<file path="config.mk">
export PLATFORM = sky130hd
export DESIGN_NAME = pswd_writer
export DESIGN_NICKNAME = d
export VERILOG_FILES = /design/src/rtl/pswd_pkg.sv /design/src/rtl/pswd_digit_collector.sv /design/src/rtl/pswd_writer.sv
export SDC_FILE = /design/constraint.sdc
export NUM_CORES = 1
export LEC_CHECK = 0
export CAP_MARGIN = 20
export CORE_MARGIN = 2
export CORE_UTILIZATION = 60
export DETAILED_ROUTE_END_ITERATION = 7
export PLACE_DENSITY = 0.85
export SLEW_MARGIN = 20
export SYNTH_ARGS = -nofsm -noshare
export SYNTH_HDL_FRONTEND = slang
export SYNTH_SLANG_ARGS = --single-unit
</file>
<file path="constraint.sdc">
create_clock -name Clk -period 4.2 [get_ports Clk]
set_clock_uncertainty 0.05 [all_clocks]
set_input_delay 1.26 -clock Clk [delete_from_list [all_inputs] [get_ports Clk]]
set_output_delay 1.26 -clock Clk [all_outputs]
set_load 0.05 [all_outputs]
</file>
<file path="src/rtl/pswd_pkg.sv">
// pswd_pkg: shared sizes, FSM state encoding and slot check for the password store.
`default_nettype none

package pswd_pkg;

  localparam int DIGITS    = 6;
  localparam int DIG_W     = 4;
  localparam int PSWD_W    = DIGITS * DIG_W;
  localparam int ADDR_W    = 5;
  localparam int NUM_USERS = 5;
  localparam int CNT_W     = $clog2(DIGITS + 1);

  typedef enum logic [2:0] {
    S_IDLE        = 3'd0,
    S_GET_NEW     = 3'd1,
    S_GET_CONFIRM = 3'd2,
    S_COMPARE     = 3'd3,
    S_WRITE       = 3'd4,
    S_SETTLE      = 3'd5,
    S_DONE        = 3'd6,
    S_FAIL        = 3'd7
  } state_t;

  function automatic logic id_valid(input logic [ADDR_W-1:0] id);
    return id < ADDR_W'(NUM_USERS);
  endfunction

endpackage

`default_nettype wire

</file>
<file path="src/rtl/pswd_digit_collector.sv">
// pswd_digit_collector: packs DIGITS hex digits MSB-first into one password word.
`default_nettype none

module pswd_digit_collector
  import pswd_pkg::*;
(
  input  logic              clk,
  input  logic              rst,
  input  logic              i_clear,
  input  logic              i_capture,
  input  logic [DIG_W-1:0]  i_digit,
  output logic [PSWD_W-1:0] o_value,
  output logic              o_last,
  output logic              o_full
);

  logic [CNT_W-1:0]  r_count;
  logic [PSWD_W-1:0] r_value;

  always_ff @(posedge clk) begin
    if (rst || i_clear) begin
      r_count <= '0;
      r_value <= '0;
    end else if (i_capture && !o_full) begin
      // Shifting left leaves the first digit in the top nibble after the last capture.
      r_value <= {r_value[PSWD_W-DIG_W-1:0], i_digit};
      r_count <= r_count + CNT_W'(1);
    end
  end

  assign o_value = r_value;
  assign o_last  = (r_count == CNT_W'(DIGITS - 1));
  assign o_full  = (r_count == CNT_W'(DIGITS));

endmodule

`default_nettype wire

</file>
<file path="src/rtl/pswd_writer.sv">
// pswd_writer: collects a new password twice, confirms it and writes it to the user's RAM slot.
`default_nettype none

module pswd_writer
  import pswd_pkg::*;
#(
  parameter int WR_SETTLE = 2
) (
  input  logic              Clk,
  input  logic              Reset,
  input  logic              Authenticated,
  input  logic              BeginChange,
  input  logic              EnterPswd,
  input  logic [DIG_W-1:0]  InputSwitches,
  input  logic              CancelPulse,
  input  logic [ADDR_W-1:0] InternalID,
  output logic              WrEn,
  output logic [ADDR_W-1:0] WrAddr,
  output logic [PSWD_W-1:0] WrData,
  output logic              Busy,
  output logic              ChangeDone,
  output logic              ChangeFail
);

  localparam int SET_W = $clog2(WR_SETTLE + 2);

  state_t            r_state;
  state_t            w_next;
  logic [ADDR_W-1:0] r_id;
  logic [SET_W-1:0]  r_settle;
  logic [ADDR_W-1:0] r_wr_addr;
  logic [PSWD_W-1:0] r_wr_data;

  logic              w_clear;
  logic              w_cap_new;
  logic              w_cap_conf;
  logic              w_abort;
  logic [PSWD_W-1:0] w_new_pswd;
  logic [PSWD_W-1:0] w_conf_pswd;
  logic              w_new_last;
  logic              w_new_full;
  logic              w_conf_last;
  logic              w_conf_full;

  pswd_digit_collector u_new (
    .clk       (Clk),
    .rst       (Reset),
    .i_clear   (w_clear),
    .i_capture (w_cap_new),
    .i_digit   (InputSwitches),
    .o_value   (w_new_pswd),
    .o_last    (w_new_last),
    .o_full    (w_new_full)
  );

  pswd_digit_collector u_conf (
    .clk       (Clk),
    .rst       (Reset),
    .i_clear   (w_clear),
    .i_capture (w_cap_conf),
    .i_digit   (InputSwitches),
    .o_value   (w_conf_pswd),
    .o_last    (w_conf_last),
    .o_full    (w_conf_full)
  );

  assign w_abort = CancelPulse || !Authenticated;

  always_comb begin
    w_next     = r_state;
    w_clear    = 1'b0;
    w_cap_new  = 1'b0;
    w_cap_conf = 1'b0;
    case (r_state)
      S_IDLE: begin
        if (BeginChange && Authenticated) begin
          w_next  = S_GET_NEW;
          w_clear = 1'b1;
        end
      end
      // Abort is checked before capture so a same-edge cancel discards the digit.
      S_GET_NEW: begin
        if (w_abort) begin
          w_next = S_FAIL;
        end else if (EnterPswd) begin
          w_cap_new = 1'b1;
          if (w_new_last) w_next = S_GET_CONFIRM;
        end
      end
      S_GET_CONFIRM: begin
        if (w_abort) begin
          w_next = S_FAIL;
        end else if (EnterPswd) begin
          w_cap_conf = 1'b1;
          if (w_conf_last) w_next = S_COMPARE;
        end
      end
      S_COMPARE: begin
        if (!w_abort && w_new_full && w_conf_full &&
            (w_new_pswd == w_conf_pswd) && id_valid(r_id))
          w_next = S_WRITE;
        else
          w_next = S_FAIL;
      end
      S_WRITE:  w_next = S_SETTLE;
      S_SETTLE: if (r_settle <= SET_W'(1)) w_next = S_DONE;
      S_DONE:   w_next = S_IDLE;
      S_FAIL:   w_next = S_IDLE;
      default:  w_next = S_IDLE;
    endcase
  end

  always_ff @(posedge Clk) begin
    if (Reset) begin
      r_state   <= S_IDLE;
      r_id      <= '0;
      r_settle  <= '0;
      r_wr_addr <= '0;
      r_wr_data <= '0;
    end else begin
      r_state <= w_next;
      if (r_state == S_IDLE && w_next == S_GET_NEW) r_id <= InternalID;
      if (r_state == S_WRITE)
        r_settle <= SET_W'(WR_SETTLE);
      else if (r_state == S_SETTLE && r_settle != '0)
        r_settle <= r_settle - SET_W'(1);
      if (w_next == S_WRITE) begin
        r_wr_addr <= r_id;
        r_wr_data <= w_new_pswd;
      end
    end
  end

  assign WrEn       = (r_state == S_WRITE);
  assign WrAddr     = r_wr_addr;
  assign WrData     = r_wr_data;
  assign Busy       = (r_state != S_IDLE);
  assign ChangeDone = (r_state == S_DONE);
  assign ChangeFail = (r_state == S_FAIL);

endmodule

`default_nettype wire

</file>
==> run metrics <==
post-synthesis simple-gate area fraction=approximately a fifth; Hold Crit Depth=2; Setup Buffers After CTS=0; Syn. warnings=0; Ant. Diodes=0; Num Clock Sinks=93; TritonCTS clock tree=built; Netlist Area Pre-Place=between 4000 and 5000 sq um; Psw=0.000548 W; final WL=7870 microns; main combinational cell family by area after synthesis=simple AND/OR/NAND/NOR gates; drt wl/cell=14.0 microns; CTS resizes=0; Initial DRT Pass Iterations=4; P_leak=1.95 nW; top_reg_cell synth=dfxtp_1; Max Cap Violations=0; # port buffers=47; fin. max-slew vios=0; Setup Viol. Count Final=0; Via Count=3,037; Layout area overhead=17.2%; Ports=48; Clock power frac=34.2%; Worst setup EP type=primary output; layout cells sized above 1=between 4 and 5%; worst hold slack=0.427 ns; asr flop ratio synth=0%; logic gate share of total power=16.2%; Synth cell types=39; setup TNS=0 ns; XOR/XNOR share of the synthesized area=5.78%; reg2reg start=u_new.r_count[0]; Starting Density=about 61%; Seq/Total Area, Yosys=a little under half; Reg clk slew, reported paths=0.09 ns; Critical Path RT=~2.9 ns; Worst slew margin=a little over two fifths; Fin. Hold Viols=0; RSZ-0062 raised after global routing=false; # rows=30; Internal=about 0.0014 W; Hold EP=WrAddr[2]; mux cell area share after synthesis=between 10 and 15%; worst slew pin tran=~0.87 ns; Syn Area/Cell=roughly 9.3 sq um; worst setup path class=flop to primary output; r2r worst-path depth=8; root buffer cell=clkbuf_8; die height=approximately 87 microns; Max VDD drop=about 0.23 mV; Cells after Synth=between 400 and 500; Iter 0 DRT Violations=178; EDFF count, synth=0; CTS buffer count=9; total grt overflow=0; Hold WC Path Type=flop to flop; crit-path max FO=10; design area=roughly 4800 sq um; Max Clk Rate=just under 0.3 GHz; die width=about 87 microns; via/cell ratio=between 5 and 6; min cycle time layout=~3.4 ns; crit start category=flop; hold-fix buffers at CTS=0; Pwr Density=about 400 nW/um^2; hold wc startpoint=WrAddr[2]; GPL Wtd Cong=between 0.8 and 0.9; Critical Path AT=about 2.1 ns; DRC Markers=0; H-tree depth=3; Sw Share=28.6%; first-pass GRT wire length=~13,000 microns; antenna-violating nets left=0; capturing point of the worst reg2reg path=WrAddr[4]; dpl hpwl=roughly 5300 microns; post-synthesis compound-gate area fraction=under 10%; post-synth net total=between 400 and 500; largest net degree at the start of global routing=just under 70; Power, Total=about 0.0019 W; register bit count reported by yosys=93; NumNets Final=between 400 and 500; Longest Clk Path Bufs=2; status=completed; Post-DP Area=between 4000 and 5000 sq um; worst-skew pair later-pin latency=about 0.36 ns; vias in the first global route=~2,900; Total Routing Usage GR=a little under a quarter; Synth Area in Adders=2.14%; final worst-path cycle share=approximately 80%; sequential fraction of design power=between 40% and 50%; Die Area=approximately 7500 sq um; area of the core=6680 sq um; antenna violations before repair=0; setup slack, reg-to-reg=roughly 2.0 ns
[through the flow]
stage	cells	utilization [%]	worst slack, ns
3_5_place_dp	545	68.4	0.829
5_1_grt	561	71.7	0.714
6_report	561	71.7	0.799
4_1_cts	561	71.7	0.806
2_1_floorplan	439	-	1.57
3_3_place_gp	545	68.4	0.921
[final cells by class]
| class | count | area, sq um |
|---|---|---|
| Multi-Input combinational cell | 312 | 2070 |
| Sequential cell | 93 | 1860 |
| Clock inverter | 6 | 93.8 |
| Clock buffer | 10 | 128 |
| Timing Repair Buffer | 52 | 508 |
| Inverter | 8 | 30.0 |
| Fill cell | 516 | 1890 |
| Tap cell | 80 | 100 |
[power by group through the flow]
stage / Sequential, W / Clock, W / Combinational, W
after global placement: 0.000969 / 0 / 0.000304
after floorplan: 0.000943 / 0 / 0.000260
final: 0.000951 / 0.000655 / 0.000311
after global routing: 0.000957 / 0.000705 / 0.000337
after CTS: 0.000950 / 0.000669 / 0.000312
after detailed placement: 0.000970 / 0 / 0.000311
[flip-flops by register name, summed over array words and instances, names as in the netlist]
register / cells
WrData: 24
u_conf.o_value: 24
u_new.o_value: 24
WrAddr: 5
r_id: 5
r_state: 3
u_conf.r_count: 3
u_new.r_count: 3
r_settle: 2
[routing by layer]
metal	share of wire, %	global-route usage [%]	vias to the layer above
met2	48	36.2	53
met4	1.9	9.94	0
li1	-	-	1535
met1	47	30.6	1435
met3	3.0	3.43	14
met5	0	0	-
[cells in the mapped netlist, types with 2 or more instances]
master    count  area (sq um)
o21ai_1       2          10.0
nand2_1      55           206
a2111o_1      2          22.5
ha_1          7          87.6
mux2i_1      57           571
clkbuf_1     11          41.3
a211oi_1      2          15.0
a31oi_1       2          12.5
nand2b_1     58           363
xnor2_1      23           201
xor2_1        4          35.0
a21oi_1      28           140
buf_4         2          15.0
dfxtp_1      93          1860
nor2_1       40           150
inv_1         8          30.0
buf_2        12          60.1
a21o_1        2          15.0
o21ai_0       5          25.0
and3b_1       2          17.5
nand4_1       6          37.5
[cell families after synthesis]
family          after synthesis
compound gates               48
xor+xnor                     27
fa+ha+maj                     7
buf+inv                      34
flops                        93
mux                          57
simple gates                173
[how the worst max path moves through the flow]
| stage | startpoint | endpoint | slack (ns) |
|---|---|---|---|
| final | r_state[2] | ChangeDone | 0.80 |
| after global routing | r_state[2] | ChangeDone | 0.71 |
| after CTS | r_state[2] | ChangeDone | 0.81 |
| after detailed placement | Authenticated | WrAddr[4] | 0.83 |
| after global placement | Authenticated | WrAddr[3] | 0.92 |
| after floorplan | CancelPulse | WrAddr[0] | 1.57 |
[worst max-delay path: stages, from the launching register on]
cell and delay (ns):
dfxtp_1 0.56, inv_1 0.17, nor2_1 0.16, clkdlybuf4s50_1 0.85
[cells in the final DEF, fill, tap and decap left out, types with 8 or more instances in the layout]
cell type	synthesis	routed
nand2_1	55	55
nor2_1	40	40
clkbuf_8	0	9
xnor2_1	23	23
a21oi_1	28	28
mux2i_1	57	57
inv_1	8	8
clkdlybuf4s50_1	0	47
nand2b_1	58	58
dfxtp_1	93	93
No activity file was read; power rests on OpenSTA's default activity.
==> RTL edit: new RTL, config.mk and constraints unchanged <==
Put one more register stage on the output `WrData`, with the module's reset. The value now appears one clock later. The other outputs are not delayed to match.
--- a/src/rtl/pswd_writer.sv
+++ b/src/rtl/pswd_writer.sv
@@ -133,7 +133,13 @@
 
   assign WrEn       = (r_state == S_WRITE);
   assign WrAddr     = r_wr_addr;
-  assign WrData     = r_wr_data;
+  always_ff @(posedge Clk) begin
+    if (Reset) begin
+      WrData <= '0;
+    end else begin
+      WrData <= r_wr_data;
+    end
+  end
   assign Busy       = (r_state != S_IDLE);
   assign ChangeDone = (r_state == S_DONE);
   assign ChangeFail = (r_state == S_FAIL);
Check against the original RTL: same outputs for any inputs over 10 cycles, from zero or initial values and one cycle with Reset high; that may be too few to reach the edited logic, so the function may still have changed.
==> RTL edit against the unedited design <==
Synthesized cell count rose by 6.2%; maximum frequency shrank 3.6%; power rose by 49%; die area increased by 12%; synthesized area grew 13%; critical path depth unchanged; routed wire length grew 13%; highest routed layer unchanged; combinational power is 3% lower; clock power increased by 110%; critical path type unchanged; sequential share of layout area increased by 2.1 points; final area grew 19%; non-clock buffer count grew 1; sequential cell count rose by 24; worst setup slack got worse by 0.13 ns.
==> RTL edit: results <==
set metrics [dict create \
    gp_congestion 0.836 \
    cts_root_buf "clkbuf_8" \
    num-nets-final 534 \
    ys_types 38 \
    synth_fa_ha_area_share_pct 1.89 \
    antenna_found_initial 0 \
    cts_buffers 17 \
    max-vdd-ir-drop_uv 368 \
    hold_path_class "flip-flop to flip-flop" \
    synth_compound_area_share_pct 5.30 \
    grt_pass1_vias 3298 \
    muxShareOfSynthArea_pct 13.8 \
    maxSlewHeadroom_pct 59.5 \
    synth.top_cells.by_count "dfxtp_1 (117), nand2_1 (54), nor2b_1 (51), nor2_1 (42), mux2i_1 (33)" \
    synth_fp_nets 488 \
    r2r_slack_ns 1.93 \
    insertion_delay_ns 0.52 \
    port_buffers 47 \
    status "finished, final reports clean" \
    grt_usage_pct 22.9 \
    clk_pin_slew_ns 0.06 \
    dp_hpwl_um 5640 \
    async_flop_share_pct 0 \
    layout-drive-gt1-share_pct 12.6 \
    dr.pass1.iters 5 \
    p_leak_nw 2.36 \
    grt_max_degree 68 \
    ys_warn_count 0 \
    ctsResizeCount 0 \
    diodes 0 \
    drt-total-wl_um 8900 \
    synth_area_leaders "dfxtp_1 (51%), mux2i_1 (7.1%), nor2b_1 (6.9%), xnor2_1 (4.5%), nand2_1 (4.4%)" \
    avgViaCountPerCell 5.27 \
    p_int_mw 2.12 \
    crit_path_max_fanout 13 \
    grt_first_pass_wirelength_um 15100 \
    yosysSeqAreaShare_pct 50.6 \
    drtIter0Drc 206 \
    cts_buffer_depth 2 \
    arrival_ns 2.22 \
    fin_crit_sh_pct 84.0 \
    pre_cts_ws_ns 0.797 \
    htreeDepth 4 \
    synth_xor_area_share_pct 5.30 \
    cts_setup_buffers 0 \
]
RTL edit: cell types whose count changed after synthesis, moves of 10 or more:
| cell | before | now |
|---|---|---|
| mux2_4 | 0 | 10 |
| mux2i_1 | 57 | 33 |
| dfxtp_1 | 93 | 117 |
| nand2b_1 | 58 | 8 |
| nor2b_1 | 0 | 51 |
| mux2_2 | 0 | 14 |
RTL edit: cells by family (layout without fill, tap and decap cells):
family / after synthesis / count (layout)
AO/OA/AOI/OAI: 43 / 43
XOR/XNOR: 28 / 28
flip-flops: 117 / 117
buffers and inverters: 34 / 93
adder cells (fa/ha/maj): 7 / 7
multiplexers: 57 / 57
AND/OR/NAND/NOR: 180 / 180
RTL edit: worst paths after layout:
| check | from | end | cells past startpoint |
|---|---|---|---|
| setup / recovery | r_state[2]$_SDFF_PP0_ | WrEn | 3 |
| hold / removal | r_wr_data[7]$_SDFFE_PP0N_ | WrData[7]$_SDFF_PP0_ | 1 |
| setup reg to reg | r_state[2]$_SDFF_PP0_ | u_new.r_count[2]$_SDFFE_PP0P_ | 5 |
| hold reg to reg | r_wr_data[7]$_SDFFE_PP0N_ | WrData[7]$_SDFF_PP0_ | 1 |
RTL edit: layout make-up:
cell class	count	area [sq um]
clock buffers	18	428
clock inverters	14	150
fillers	514	1890
inverters	8	30.0
multi-input cells	315	2130
flip-flops and latches	117	2340
well taps	102	128
repair buffers	53	510
RTL edit: power by group through the flow:
stage / sequential (mW) / clock (mW) / combinational [mW]
after floorplan: 1.18 / 0 / 0.245
after global placement: 1.20 / 0 / 0.292
after detailed placement: 1.20 / 0 / 0.300
after CTS: 1.18 / 1.39 / 0.303
after global routing: 1.19 / 1.45 / 0.331
final: 1.18 / 1.37 / 0.301
RTL edit: metal layers:
metal | share of wire [%] | track usage [%] | up-vias
met1 | 42 | 26.4 | 1559
met5 | 0 | 0 | -
met2 | 52 | 39.5 | 92
li1 | - | - | 1635
met3 | 5.0 | 7.64 | 17
met4 | 1.5 | 8.33 | 0
RTL edit: worst max-delay path, stage by stage (launching register included):
cell             delay (ns)
dfxtp_1                0.56
nand2b_1               0.20
nor2_1                 0.13
clkdlybuf4s50_1        0.81
RTL edit: stage by stage:
step	cells	power (mW)	util, %	hold slack, ns	area (sq um)
2_1_floorplan	466	1.42	-	0.394	4620
3_3_place_gp	595	1.49	67.5	0.402	5140
3_5_place_dp	595	1.50	67.5	0.401	5140
4_1_cts	627	2.87	75.1	0.409	5720
5_1_grt	627	2.97	75.1	0.426	5720
6_report	627	2.86	75.1	0.409	5720
